==> src/rtl/fetch_unit.sv <==
// ---------------------------------------------------------------------------
// fetch_unit
//   IF stage of the 5-stage RV32I pipeline. Owns the fetch PC, issues
//   word-aligned requests to instruction memory over a valid/ready channel,
//   buffers the in-order responses in a small FIFO and presents one
//   {pc, instr} pair per cycle to the IF/ID register. A taken branch/jump
//   from EX redirects the PC, clears the FIFO and discards every response
//   that was still in flight.
//
// Ports
//   clk, rst          clock; synchronous active-high reset
//   stall_f           hazard unit: hold the presented pair, do not pop
//   e_b_taken         redirect request from EX this cycle
//   e_b_target        redirect PC (low two bits ignored)
//   imem_req_valid    request valid
//   imem_req_addr     fetch address (word aligned)
//   imem_req_ready    memory accepts the request
//   imem_rsp_valid    in-order response valid (latency >= 1 cycle)
//   imem_rsp_data     instruction word of the response
//   f_valid           f_instr/f_pc carry a real instruction
//   f_instr           instruction to decode (NOP_INSTR when f_valid=0)
//   f_pc              PC of f_instr (holds its last value when empty)
//   f_pc_plus4        f_pc + 4 for JAL/JALR link values
// ---------------------------------------------------------------------------
module fetch_unit #(
    parameter logic [31:0] RESET_PC  = 32'h0000_0000,
    parameter int          DEPTH     = 2,
    parameter logic [31:0] NOP_INSTR = 32'h0000_0013
) (
    input  logic        clk,
    input  logic        rst,
    input  logic        stall_f,
    input  logic        e_b_taken,
    input  logic [31:0] e_b_target,
    output logic        imem_req_valid,
    output logic [31:0] imem_req_addr,
    input  logic        imem_req_ready,
    input  logic        imem_rsp_valid,
    input  logic [31:0] imem_rsp_data,
    output logic        f_valid,
    output logic [31:0] f_instr,
    output logic [31:0] f_pc,
    output logic [31:0] f_pc_plus4
);

    localparam int PTR_W = (DEPTH > 1) ? $clog2(DEPTH) : 1;
    localparam int CNT_W = $clog2(DEPTH + 1);
    localparam logic [CNT_W:0] DEPTH_C = (CNT_W + 1)'(DEPTH);

    logic [31:0]      fetch_pc;
    logic [CNT_W-1:0] outstanding;
    logic [CNT_W-1:0] outstanding_next;
    logic [CNT_W-1:0] drop_cnt;
    logic [CNT_W-1:0] drop_cnt_next;
    logic [CNT_W-1:0] count;
    logic [PTR_W-1:0] rd_ptr;
    logic [PTR_W-1:0] wr_ptr;
    logic [PTR_W-1:0] tag_rd;
    logic [PTR_W-1:0] tag_wr;
    logic [31:0]      last_pc;

    logic [31:0] pc_mem    [DEPTH];
    logic [31:0] instr_mem [DEPTH];
    logic [31:0] tag_mem   [DEPTH];

    logic           empty;
    logic           pop;
    logic           push;
    logic           accept;
    logic           dropping;
    logic [CNT_W:0] credit_used;

    assign empty    = (count == '0);
    assign f_valid  = !empty;
    assign pop      = f_valid && !stall_f && !e_b_taken;
    assign dropping = (drop_cnt != '0);

    // Credits are counted after this cycle's pop: the slot being drained
    // now is free by the time the new request's response can arrive
    // (latency >= 1), which is what lets a DEPTH=2 FIFO sustain one
    // instruction per cycle against a 1-cycle memory.
    assign credit_used = {1'b0, outstanding} + {1'b0, count} - (CNT_W + 1)'(pop);

    assign imem_req_valid = !rst && (credit_used < DEPTH_C);
    assign imem_req_addr  = fetch_pc;
    assign accept         = imem_req_valid && imem_req_ready;

    // A response is kept only if it is not stale and no redirect is
    // happening in the same cycle.
    assign push = imem_rsp_valid && !dropping && !e_b_taken;

    assign f_instr    = empty ? NOP_INSTR : instr_mem[rd_ptr];
    assign f_pc       = empty ? last_pc   : pc_mem[rd_ptr];
    assign f_pc_plus4 = f_pc + 32'd4;

    // On a redirect every request still owed by memory after this cycle,
    // including one accepted this very cycle, becomes stale.
    always_comb begin
        outstanding_next = outstanding + CNT_W'(accept) - CNT_W'(imem_rsp_valid);
        drop_cnt_next    = drop_cnt;
        if (e_b_taken) begin
            drop_cnt_next = outstanding_next;
        end else if (imem_rsp_valid && dropping) begin
            drop_cnt_next = drop_cnt - CNT_W'(1);
        end
    end

    // Control state: PC, credit counters, FIFO and tag-FIFO pointers.
    // The tag FIFO is never cleared by a redirect; stale responses still
    // pop their tag so the tags stay aligned with the response stream.
    always_ff @(posedge clk) begin
        if (rst) begin
            fetch_pc    <= RESET_PC;
            outstanding <= '0;
            drop_cnt    <= '0;
            count       <= '0;
            rd_ptr      <= '0;
            wr_ptr      <= '0;
            tag_rd      <= '0;
            tag_wr      <= '0;
            last_pc     <= '0;
        end else begin
            outstanding <= outstanding_next;
            drop_cnt    <= drop_cnt_next;

            if (e_b_taken) begin
                fetch_pc <= {e_b_target[31:2], 2'b00};
            end else if (accept) begin
                fetch_pc <= fetch_pc + 32'd4;
            end

            if (accept) begin
                tag_wr <= tag_wr + PTR_W'(1);
            end
            if (imem_rsp_valid) begin
                tag_rd <= tag_rd + PTR_W'(1);
            end

            if (!empty) begin
                last_pc <= pc_mem[rd_ptr];
            end

            if (e_b_taken) begin
                count  <= '0;
                rd_ptr <= '0;
                wr_ptr <= '0;
            end else begin
                count <= count + CNT_W'(push) - CNT_W'(pop);
                if (push) begin
                    wr_ptr <= wr_ptr + PTR_W'(1);
                end
                if (pop) begin
                    rd_ptr <= rd_ptr + PTR_W'(1);
                end
            end
        end
    end

    // Storage arrays carry no reset; validity is tracked by the pointers.
    always_ff @(posedge clk) begin
        if (accept) begin
            tag_mem[tag_wr] <= fetch_pc;
        end
        if (push && !rst) begin
            pc_mem[wr_ptr]    <= tag_mem[tag_rd];
            instr_mem[wr_ptr] <= imem_rsp_data;
        end
    end

endmodule

==> config.mk <==
export PLATFORM = sky130hd
export DESIGN_NAME = fetch_unit
export DESIGN_NICKNAME = d
export VERILOG_FILES = /design/src/rtl/fetch_unit.sv
export SDC_FILE = /design/constraint.sdc
export NUM_CORES = 1
export LEC_CHECK = 0
export BUFFER_PORTS_ARGS = -buffer_cell sky130_fd_sc_hd__buf_2
export CORE_UTILIZATION = 50
export CTS_CLUSTER_DIAMETER = 200
export DETAILED_ROUTE_END_ITERATION = 10
export MAX_ROUTING_LAYER = met4
export PLACE_DENSITY = 0.77
export SLEW_MARGIN = 20
export SYNTH_ARGS = -nofsm -noshare
export SYNTH_HDL_FRONTEND = slang
export SYNTH_SLANG_ARGS = --single-unit
==> constraint.sdc <==
create_clock -name clk -period 22.7 [get_ports clk]
set_clock_uncertainty 0.1 [all_clocks]
set_input_delay 2.27 -clock clk [delete_from_list [all_inputs] [get_ports clk]]
set_output_delay 2.27 -clock clk [all_outputs]
set_load 0.03 [all_outputs]
==> impl_metrics.toml, run 1 <==
[run_status]
status = "finished, final reports clean"

[clock_tree]
cts_inserted_buffers = 26
cts_tree = "yes"
post-cts-setup-buffers = 0
clockBufferDepth = 3
cts_resized = 0
htree_levels = 1
holdBufCountCts = 0
cts_root_buf = "clkbuf_16"
cts.sinks = 258
clock_latency_ns = 0.52
clkTransAtPathRegs_ns = 0.06

[routing]
drt-wirelength-per-cell_um = 16.82
vias = 6758
firstDrtPassIters = 5
drt_iter0_markers = 481
drc_errors = 0
wl_um = 21900
via_per_inst = 5.190
postRouteAntennaNets = 0

[sta]
hold_viol = 0
min_period_ns = 6.876
tightest_slew_ns = 1.010
fin_crit_sh_pct = 30.29
fmax_ghz = 0.1454
setup_tns_ns = 0
max-slew-margin-rel_pct = 32.65
rsz0062_at_grt = "false"
drv_slew = 0
setup_violations = 0
whs_ns = 0.3813

[job]
max-cap-violations = 0

[worst_setup_path]
setup.worst_path.class = "in -> out"
crit_required_ns = 20.33
worst_setup_path_end_kind = "output port"
cp.arrival_ns = 4.51
cp-start-kind = "primary input"
cp_max_fo = 23

[pwr]
p_leak_nw = 4.970
powerDensity_nw_per_um2 = 88.92
total_power_mw = 1.141
max-vdd-ir-drop_v = 0.00005828

[layout]
final-seq-area_sq_um = 7010
area_growth_pct = 18.37
fin_nets = 1087
stdcell_count = 1302
drive_gt1_share_pct = 29.89
antenna-diode-count = 0
fillers = 1666
multi_input_area_sq_um = 3483

[die]
io_pins = 200
rows = 53
dieArea_sq_um = 22270
initial_utilization_pct = 51.24
fp.dieW_um = 149.2
die_y_um = 149.2
core-area_sq_um = 21150

[synth]
yosys_register_bits = 258
avgSynthCellArea_sq_um = 13.37
synth-async-reset-ratio_pct = 0
synth_adder_area_share_pct = 1.224
synth_compound_area_share_pct = 2.655
synth_mux_area_share_pct = 11.42
yosysSeqAreaShare_pct = 64.64
yosys.area_share.simple_pct = 11.27
syn_inst = 811
synth_xor_area_share_pct = 5.414
synth_warnings = 0
synth_cell_types = 47
synth.cell_area_sq_um = 10840
synth_edf_count = 184
synth_flop_cell = "edfxtp_1"
synth_top_family_by_area = "multiplexers"

[placement]
io_buffers = 195
placedCellCount = 1254
gp_congestion = 0.8198
dpl.hpwl_um = 14110

[grt]
overflow = 0
grt_pass1_wl_um = 33600
grt_pass1_vias = 6336
grt_max_degree = 69
antenna_found_initial = 0
grt_usage_pct = 20.09

[min_path]
hold_class = "reg -> reg"
-- placed cells by master (no fill, tap or decap), drive strengths merged, types with 19 or more instances in the layout --
master,count
edfxtp,184
dfxtp,74
xnor2,47
buf,204
clkbuf,36
mux2,53
nand2,44
mux2i,64
nor2,97
nor3,19
inv,42
xor2,20
-- cell type report --
cell class / count / area share, %
clock buffer: 36 / 5.530
clock inverter: 12 / 0.6144
inverter: 42 / 1.248
multi-input combinational: 475 / 27.15
sequential: 258 / 54.64
tap: 275 / 2.682
timing repair buffer: 204 / 8.133
-- logic make-up (layout without fill, tap and decap cells) --
kind of cell	count (synthesis)	after routing
multiplexers	117	117
AND/OR/NAND/NOR	236	236
XOR/XNOR	67	67
other	1	2
adder cells (fa/ha/maj)	10	10
buffers and inverters	79	294
AO/OA/AOI/OAI	43	43
flip-flops	258	258
-- worst max-delay path, stage by stage --
cell,delay [ns]
buf_2,0.25
nor3_1,0.48
ha_1,0.32
nand2b_1,0.16
fa_1,0.38
xor2_1,0.24
and3_1,0.21
buf_2,0.20
-- cells in the mapped netlist, drive strengths merged, types with 2 or more instances --
master | count | area share (%)
nor3 | 19 | 0.92
nand3 | 11 | 0.51
edfxtp | 184 | 51
or4 | 2 | 0.14
buf | 15 | 1.1
ha | 9 | 1.0
nand4 | 12 | 0.83
o21a | 2 | 0.14
nor2 | 97 | 3.4
xnor2 | 47 | 3.8
a21oi | 14 | 0.68
and2 | 10 | 0.58
and3 | 8 | 0.46
nand2b | 3 | 0.17
inv | 42 | 1.5
clkbuf | 22 | 0.76
mux2i | 64 | 5.9
dfxtp | 74 | 14
nor2b | 2 | 0.12
xor2 | 20 | 1.6
mux2 | 53 | 5.5
or3 | 3 | 0.17
nor4 | 17 | 1.7
a211oi | 17 | 1.2
nand2 | 44 | 1.5
and4 | 6 | 0.48
a21o | 2 | 0.14
o21ai | 5 | 0.27
-- where the power goes --
part	leakage, nW	total [mW]	internal (mW)	switching [mW]
clock network	0.382	0.396	0.229	0.167
logic	2.30	0.182	0.0598	0.122
registers	2.29	0.563	0.548	0.0151
-- metrics by stage --
step	util [%]	area [sq um]	worst slack [ns]
after floorplan	-	10840	13.43
after global placement	56.92	12040	15.89
after detailed placement	56.92	12040	15.83
after CTS	60.65	12830	15.83
after global routing	60.65	12830	15.69
final	60.65	12830	15.82
-- state kept, by name, summed over array words and instances, names as in the netlist, named ones only --
signal	cells
tag_mem	60
outstanding	2
instr_mem	64
tag_wr	1
wr_ptr	1
imem_req_addr	30
last_pc	32
count	2
rd_ptr	1
pc_mem	60
tag_rd	1
drop_cnt	2
-- final timing paths --
| check | startpoint | depth (start not counted) | to | slack (ns) |
|---|---|---|---|---|
| worst max register to register | count[0] | 16 | drop_cnt[1] | 18.34 |
| worst max-delay path | e_b_taken | 8 | imem_req_valid | 15.82 |
| worst min-delay path | last_pc[0] | 1 | last_pc[0] | 0.38 |
| worst min register to register | last_pc[0] | 1 | last_pc[0] | 0.38 |
-- metal layers --
metal	wire, um	vias up	track usage [%]
met5	0	-	-
met4	450	0	5.969
met3	1309	36	2.752
met2	10090	237	30.79
met1	10050	3187	27.90
li1	-	3298	-
Note: power is estimated with default switching activity, not from simulation.
==> run 2: changes to the inputs <==
Settings changed: ABC_AREA set to 1, PLACE_DENSITY 0.77 to 0.76.
Clock period 22.7 ns to 6.9 ns, I/O delays scaled along.
==> run 2 against run 1 <==
Against the previous run:
- via count up 35%
- register-to-register slack worse by 16 ns
- critical endpoint is now imem_req_addr[18]
- global-route usage increased by 3.5 points
- clock power rose to 3.3 times the previous value
- non-clock buffer count is 1 lower
- critical path type is now reg -> reg
- combinational power grew to 2.9 times the previous value
==> impl_metrics.toml, run 2 <==
[routing]
drt_iter0_markers = 787
vias = 9142
drc_errors = 0
wl_um = 27820
via_per_inst = 5.048
postRouteAntennaNets = 0
firstDrtPassIters = 6
drt-wirelength-per-cell_um = 15.36

[layout]
drive_gt1_share_pct = 23.26
fin_area_sq_um = 13920
final_util_pct = 59.32
area_growth_pct = 16.17
largest_register = "instr_mem"
layout_common_cells = "nand2_1, buf_2, edfxtp_1"
final_common_cell = "nand2_1"
fin_nets = 1555
largestRegisters = "instr_mem: 64 flops, pc_mem: 60 flops, tag_mem: 60 flops"
antenna-diode-count = 0
largest_reg_flops = 64

[synth]
yosysMostFrequentCell = "nand2_1"
yosysSeqAreaShare_pct = 58.46
synth_warnings = 0
yosys_register_bits = 258
synth.cell_area_sq_um = 11990
synth_edf_count = 184
synth_cell_types = 41
yosys-top-cells-count = "nand2_1, edfxtp_1, nor2_1, inv_1, dfxtp_1"
avgSynthCellArea_sq_um = 9.277
synth_flop_cell = "edfxtp_1"
synth-async-reset-ratio_pct = 0
syn_inst = 1292
synthTopCellsByArea = "edfxtp_1, nand2_1, dfxtp_1"
netlist.area_leader.share_pct = 46.10
yosysTopAreaCell = "edfxtp_1"

[grt]
antenna_found_initial = 0
overflow = 0
grt_pass1_wl_um = 43750
grt_pass1_vias = 8698
grt_max_degree = 71
grt_usage_pct = 23.57

[sta]
tightest_slew_ns = 0.8966
setup_violations = 0
drv_slew = 0
whs_ns = 0.2512
rsz0062_at_grt = "false"
setup_slack_ns = 2.631
max-slew-margin-rel_pct = 40.23
fmax_ghz = 0.2342
fin_crit_sh_pct = 61.87
hold_viol = 0
setup_tns_ns = 0
min_period_ns = 4.269

[worst_setup_path]
r2r-start = "count[1]"
crit_family = "simple AND/OR/NAND/NOR gates"
cp.depth = 17
cp-start-kind = "flip-flop"
max_stage_delay_ns = 0.48
path_common_cell = "nand2_1"
worst_setup_path_end_kind = "flip-flop"
cp.arrival_ns = 4.54
crit_required_ns = 7.17
cp_max_fo = 70
critPathBufInv = 6
cp-startpoint = "count[1]"
worstRegToRegCells = 17
r2r_end = "imem_req_addr[18]"
endpoint = "imem_req_addr[18]"
r2r_setup_slack_ns = 2.63
path_cells = "inv_2, nand2_8, inv_6, nor3_1, ha_1, inv_1, nand2_1, fa_1, nand4_1, inv_2, nand2_2, nand2_1, clkinv_1, nand2_1, nand2_1, inv_1, a21oi_1"
setup.worst_path.class = "reg -> reg"
worst_path_max_delay_cell = "fa_1"

[die]
core-area_sq_um = 23470
rows = 56
die_y_um = 156.8
fp.dieW_um = 156.8
dieArea_sq_um = 24600
initial_utilization_pct = 51.07
io_pins = 200

[clock_tree]
cts_resized = 0
holdBufCountCts = 0
post-cts-setup-buffers = 0
cts_root_buf = "clkbuf_16"
cts_inserted_buffers = 25
cts.sinks = 258
clockBufferDepth = 3
clock_latency_ns = 0.53
cts_tree = "yes"
htree_levels = 1
clkTransAtPathRegs_ns = 0.06

[run_status]
status = "finished, final reports clean"

[pwr]
pwr-share-comb_pct = 14.5
swShare_pct = 26.60
switchingPower_uw = 976.3
powerDensity_nw_per_um2 = 263.6
max-vdd-ir-drop_v = 0.0001759
p_clk_share_pct = 35.7
pwr-share-seq_pct = 49.7
p_leak_nw = 5.757
p_int_mw = 2.694

[placement]
place_ws_ns = 2.601
gp_congestion = 0.9324
dpl.hpwl_um = 18980
io_buffers = 195
place_area_sq_um = 13150

[min_path]
hold_class = "in -> reg"
hold_path_depth = 1

[job]
max-cap-violations = 0
==> run 2: cell count changes after synthesis, sizes merged, moves of 41 or more <==
cell,before,now
a21oi,14,55
inv,42,103
mux2i,64,0
nand2,44,479
nand3,11,68
xnor2,47,6
==> run 2: power by group through the flow <==
stage / logic (mW) / registers, mW / clock network [mW]
global route: 0.586 / 1.83 / 1.40
global placement: 0.519 / 1.85 / 0
floorplan: 0.356 / 1.87 / 0
detailed placement: 0.530 / 1.86 / 0
finish: 0.533 / 1.83 / 1.31
CTS: 0.534 / 1.83 / 1.34
==> run 2: logic make-up (layout without fill, tap and decap cells) <==
family                     count (synthesis)  in the layout  synth area share [%]
other                                      1              2               0.03129
muxes                                     30             30                 2.818
xor gates and xnor gates                  30             30                 2.192
adders and majority gates                 10             10                 1.106
DFF                                      258            258                 58.46
and+or+nand+nor                          719            719                 25.52
AOI/OAI and AO/OA                         91             91                 3.987
buffers and inverters                    153            352                 5.887
==> run 2: worst min path at each step <==
stage / startpoint / endpoint / slack, ns
2_1_floorplan: last_pc[0] / last_pc[0] / 0.32
3_3_place_gp: last_pc[0] / last_pc[0] / 0.33
3_5_place_dp: last_pc[0] / last_pc[0] / 0.34
4_1_cts: imem_rsp_data[6] / instr_mem[1][6] / 0.24
5_1_grt: imem_rsp_data[2] / instr_mem[1][2] / 0.23
6_report: imem_rsp_data[15] / instr_mem[0][15] / 0.25
==> run 2: cell type report <==
| type | instances | area, sq um |
|---|---|---|
| inverter | 105 | 406.6 |
| sequential | 258 | 7008 |
| tap | 319 | 399.1 |
| fill | 1978 | 9548 |
| clock buffer | 33 | 675.6 |
| timing repair buffer | 203 | 1036 |
| clock inverter | 11 | 103.9 |
| multi-input combinational | 882 | 4295 |
==> run 2: through the flow <==
step / std cells / power, mW
2_1_floorplan: 1293 / 2.226
3_3_place_gp: 1767 / 2.372
3_5_place_dp: 1767 / 2.388
4_1_cts: 1811 / 3.695
5_1_grt: 1811 / 3.816
6_report: 1811 / 3.671
==> run 2: layer usage <==
layer	up-vias	wire length [um]	track usage, %
met5	-	0	-
met4	0	515	6.909
met3	34	1760	2.769
met2	300	13150	38.07
met1	4233	12390	31.28
li1	4575	-	-
==> run 2: worst register-to-register path, cell delays in order, from the launching register on <==
cell and delay (ns):
dfxtp_1 0.36, inv_2 0.08, nand2_8 0.28, inv_6 0.34, nor3_1 0.47, ha_1 0.33, inv_1 0.05, nand2_1 0.05
fa_1 0.48, nand4_1 0.14, inv_2 0.09, nand2_2 0.14, nand2_1 0.42, clkinv_1 0.47, nand2_1 0.15, nand2_1 0.06
inv_1 0.05, a21oi_1 0.05
==> run 3: changes to the inputs <==
Clock period 6.9 ns to 4.2 ns, I/O delays scaled along.
==> run 3 against run 2 <==
Against the previous run:
- register-to-register slack lost 1.8 ns
- critical path depth decreased by 5
- combinational power up 71%
- hold slack lost 0.19 ns
- sequential power up 64%
- worst setup slack got worse by 2.0 ns
- non-clock buffer count is 36 higher
- critical path type is now reg -> out
- largest cell class unchanged
- highest routed layer unchanged
==> impl_metrics.toml, run 3 (synthesis gave the netlist of run 2 again) <==
[clock_tree]
clockBufferDepth = 3
cts_resized = 0
clock_latency_ns = 0.53
cts_root_buf = "clkbuf_16"
htree_levels = 1
post-cts-setup-buffers = 0
cts_inserted_buffers = 26
cts.sinks = 258
cts_tree = "yes"
clkTransAtPathRegs_ns = 0.07

[die]
fp.dieW_um = 156.8
core-area_sq_um = 23470
rows = 56
initial_utilization_pct = 51.07
dieArea_sq_um = 24600
die_y_um = 156.8
io_pins = 200

[worst_setup_path]
cp_max_fo = 69
cp-start-kind = "flip-flop"
worst_setup_path_end_kind = "output port"
max_stage_delay_ns = 0.55
worst_path_max_delay_cell = "buf_4"
cp.arrival_ns = 3.10
critPathBufInv = 4
crit_required_ns = 3.68
path_cells = "inv_2, nand2_8, inv_6, buf_4, nand2_1, nand2_2, ha_1, nand3_2, nor2_1, nand2_1, xor2_1, buf_2"
setup.worst_path.class = "reg -> out"
crit_family = "buffers and inverters"
path_common_cell = "nand2_1"

[placement]
dpl.hpwl_um = 19130
gp_congestion = 0.9442
io_buffers = 195

[routing]
drt-wirelength-per-cell_um = 15.53
postRouteAntennaNets = 0
vias = 9355
wl_um = 28750
via_per_inst = 5.054
drt_iter0_markers = 754
drc_errors = 0
firstDrtPassIters = 5

[pwr]
p_leak_nw = 5.988
pwr-share-seq_pct = 47.2
powerDensity_nw_per_um2 = 440.9
p_int_mw = 4.702
switchingPower_mw = 1.668
p_clk_share_pct = 38.6
max-vdd-ir-drop_v = 0.0002675
pwr-share-comb_pct = 14.3
total_power_mw = 6.370
swShare_pct = 26.19

[layout]
largest_register = "instr_mem"
largestRegisters = "instr_mem: 64 flops, pc_mem: 60 flops, tag_mem: 60 flops"
fin_nets = 1592
antenna-diode-count = 0
final_common_cell = "nand2_1"
layout_common_cells = "nand2_1, buf_2, edfxtp_1"
final_util_pct = 61.55
drive_gt1_share_pct = 23.63
area_growth_pct = 20.53
largest_reg_flops = 64

[grt]
grt_usage_pct = 24.35
grt_max_degree = 70
overflow = 0
antenna_found_initial = 0
grt_pass1_wl_um = 45510
grt_pass1_vias = 8872

[sta]
hold_viol = 0
rsz0062_at_grt = "false"
max-slew-margin-rel_pct = 39.09
whs_ns = 0.05870
drv_slew = 0
fin_crit_sh_pct = 86.10
fmax_ghz = 0.2765
setup_violations = 0
min_period_ns = 3.616
setup_tns_ns = 0
tightest_slew_ns = 0.9136

[run_status]
status = "finished, final reports clean"

[job]
max-cap-violations = 0

[min_path]
hold_class = "in -> reg"
-- run 3: cell types whose count changed in the layout (fill, tap and decap cells not counted), sizes merged --
cell / before / now
bufinv: 2 / 4
clkbuf: 33 / 34
dlygate4sd3: 0 / 32
clkinvlp: 0 / 1
buf: 203 / 207
-- run 3: final cells by class --
class / instances / area (sq um)
fill: 1877 / 9025
sequential: 258 / 7008
multi-input combinational: 882 / 4302
timing repair buffer: 239 / 1399
clock buffer: 34 / 742.0
inverter: 105 / 406.6
tap: 319 / 399.1
clock inverter: 14 / 191.4
-- run 3: path summary, 6_finish.rpt --
check	start	cells past startpoint	slack (ns)	to
worst max register to register	count[1]	17	0.79	drop_cnt[0]
worst max-delay path	count[1]	12	0.58	f_pc_plus4[18]
worst min-delay path	e_b_target[16]	3	0.06	imem_req_addr[16]
worst min register to register	last_pc[1]	2	0.34	last_pc[1]
-- run 3: routing by layer --
| metal | routed length, um | vias to the layer above | track usage (%) |
|---|---|---|---|
| met3 | 1681 | 59 | 2.520 |
| met1 | 13040 | 4314 | 33.16 |
| li1 | - | 4654 | - |
| met4 | 656 | 0 | 7.423 |
| met5 | 0 | - | - |
| met2 | 13370 | 328 | 38.48 |
-- run 3: repair_timing --
item | 4_1_cts | 5_1_grt
setup endpoints to repair | 0 | 0
hold endpoints to repair | 64 | 0
hold buffers | 32 | 0
-- run 3: power groups by stage --
stage               sequential [mW]  combinational (mW)  clock (mW)
CTS                            3.00               0.908        2.49
global placement               3.05               0.856           0
floorplan                      3.07               0.586           0
global route                   3.02               0.996        2.60
finish                         3.01               0.909        2.46
detailed placement             3.06               0.878           0
-- run 3: worst register-to-register path: stages (launching register included) --
cell,delay [ns]
dfxtp_1,0.36
inv_2,0.08
nand2_8,0.08
inv_6,0.03
nor3_1,0.39
ha_1,0.33
inv_1,0.05
nand2_1,0.06
fa_1,0.39
nand2_1,0.09
nand4_1,0.12
inv_2,0.09
nand2_2,0.14
ha_1,0.32
inv_1,0.04
ha_1,0.29
a211oi_1,0.25
a211oi_1,0.07
-- run 3: per-stage QoR --
step | setup slack (ns) | instances | cell area (sq um)
final | 0.5840 | 1851 | 14450
after global routing | 0.2287 | 1851 | 14450
after CTS | 0.4945 | 1851 | 14450
after detailed placement | 0.7366 | 1771 | 13190
after global placement | 0.8255 | 1771 | 13190
after floorplan | 0.09666 | 1293 | 12000
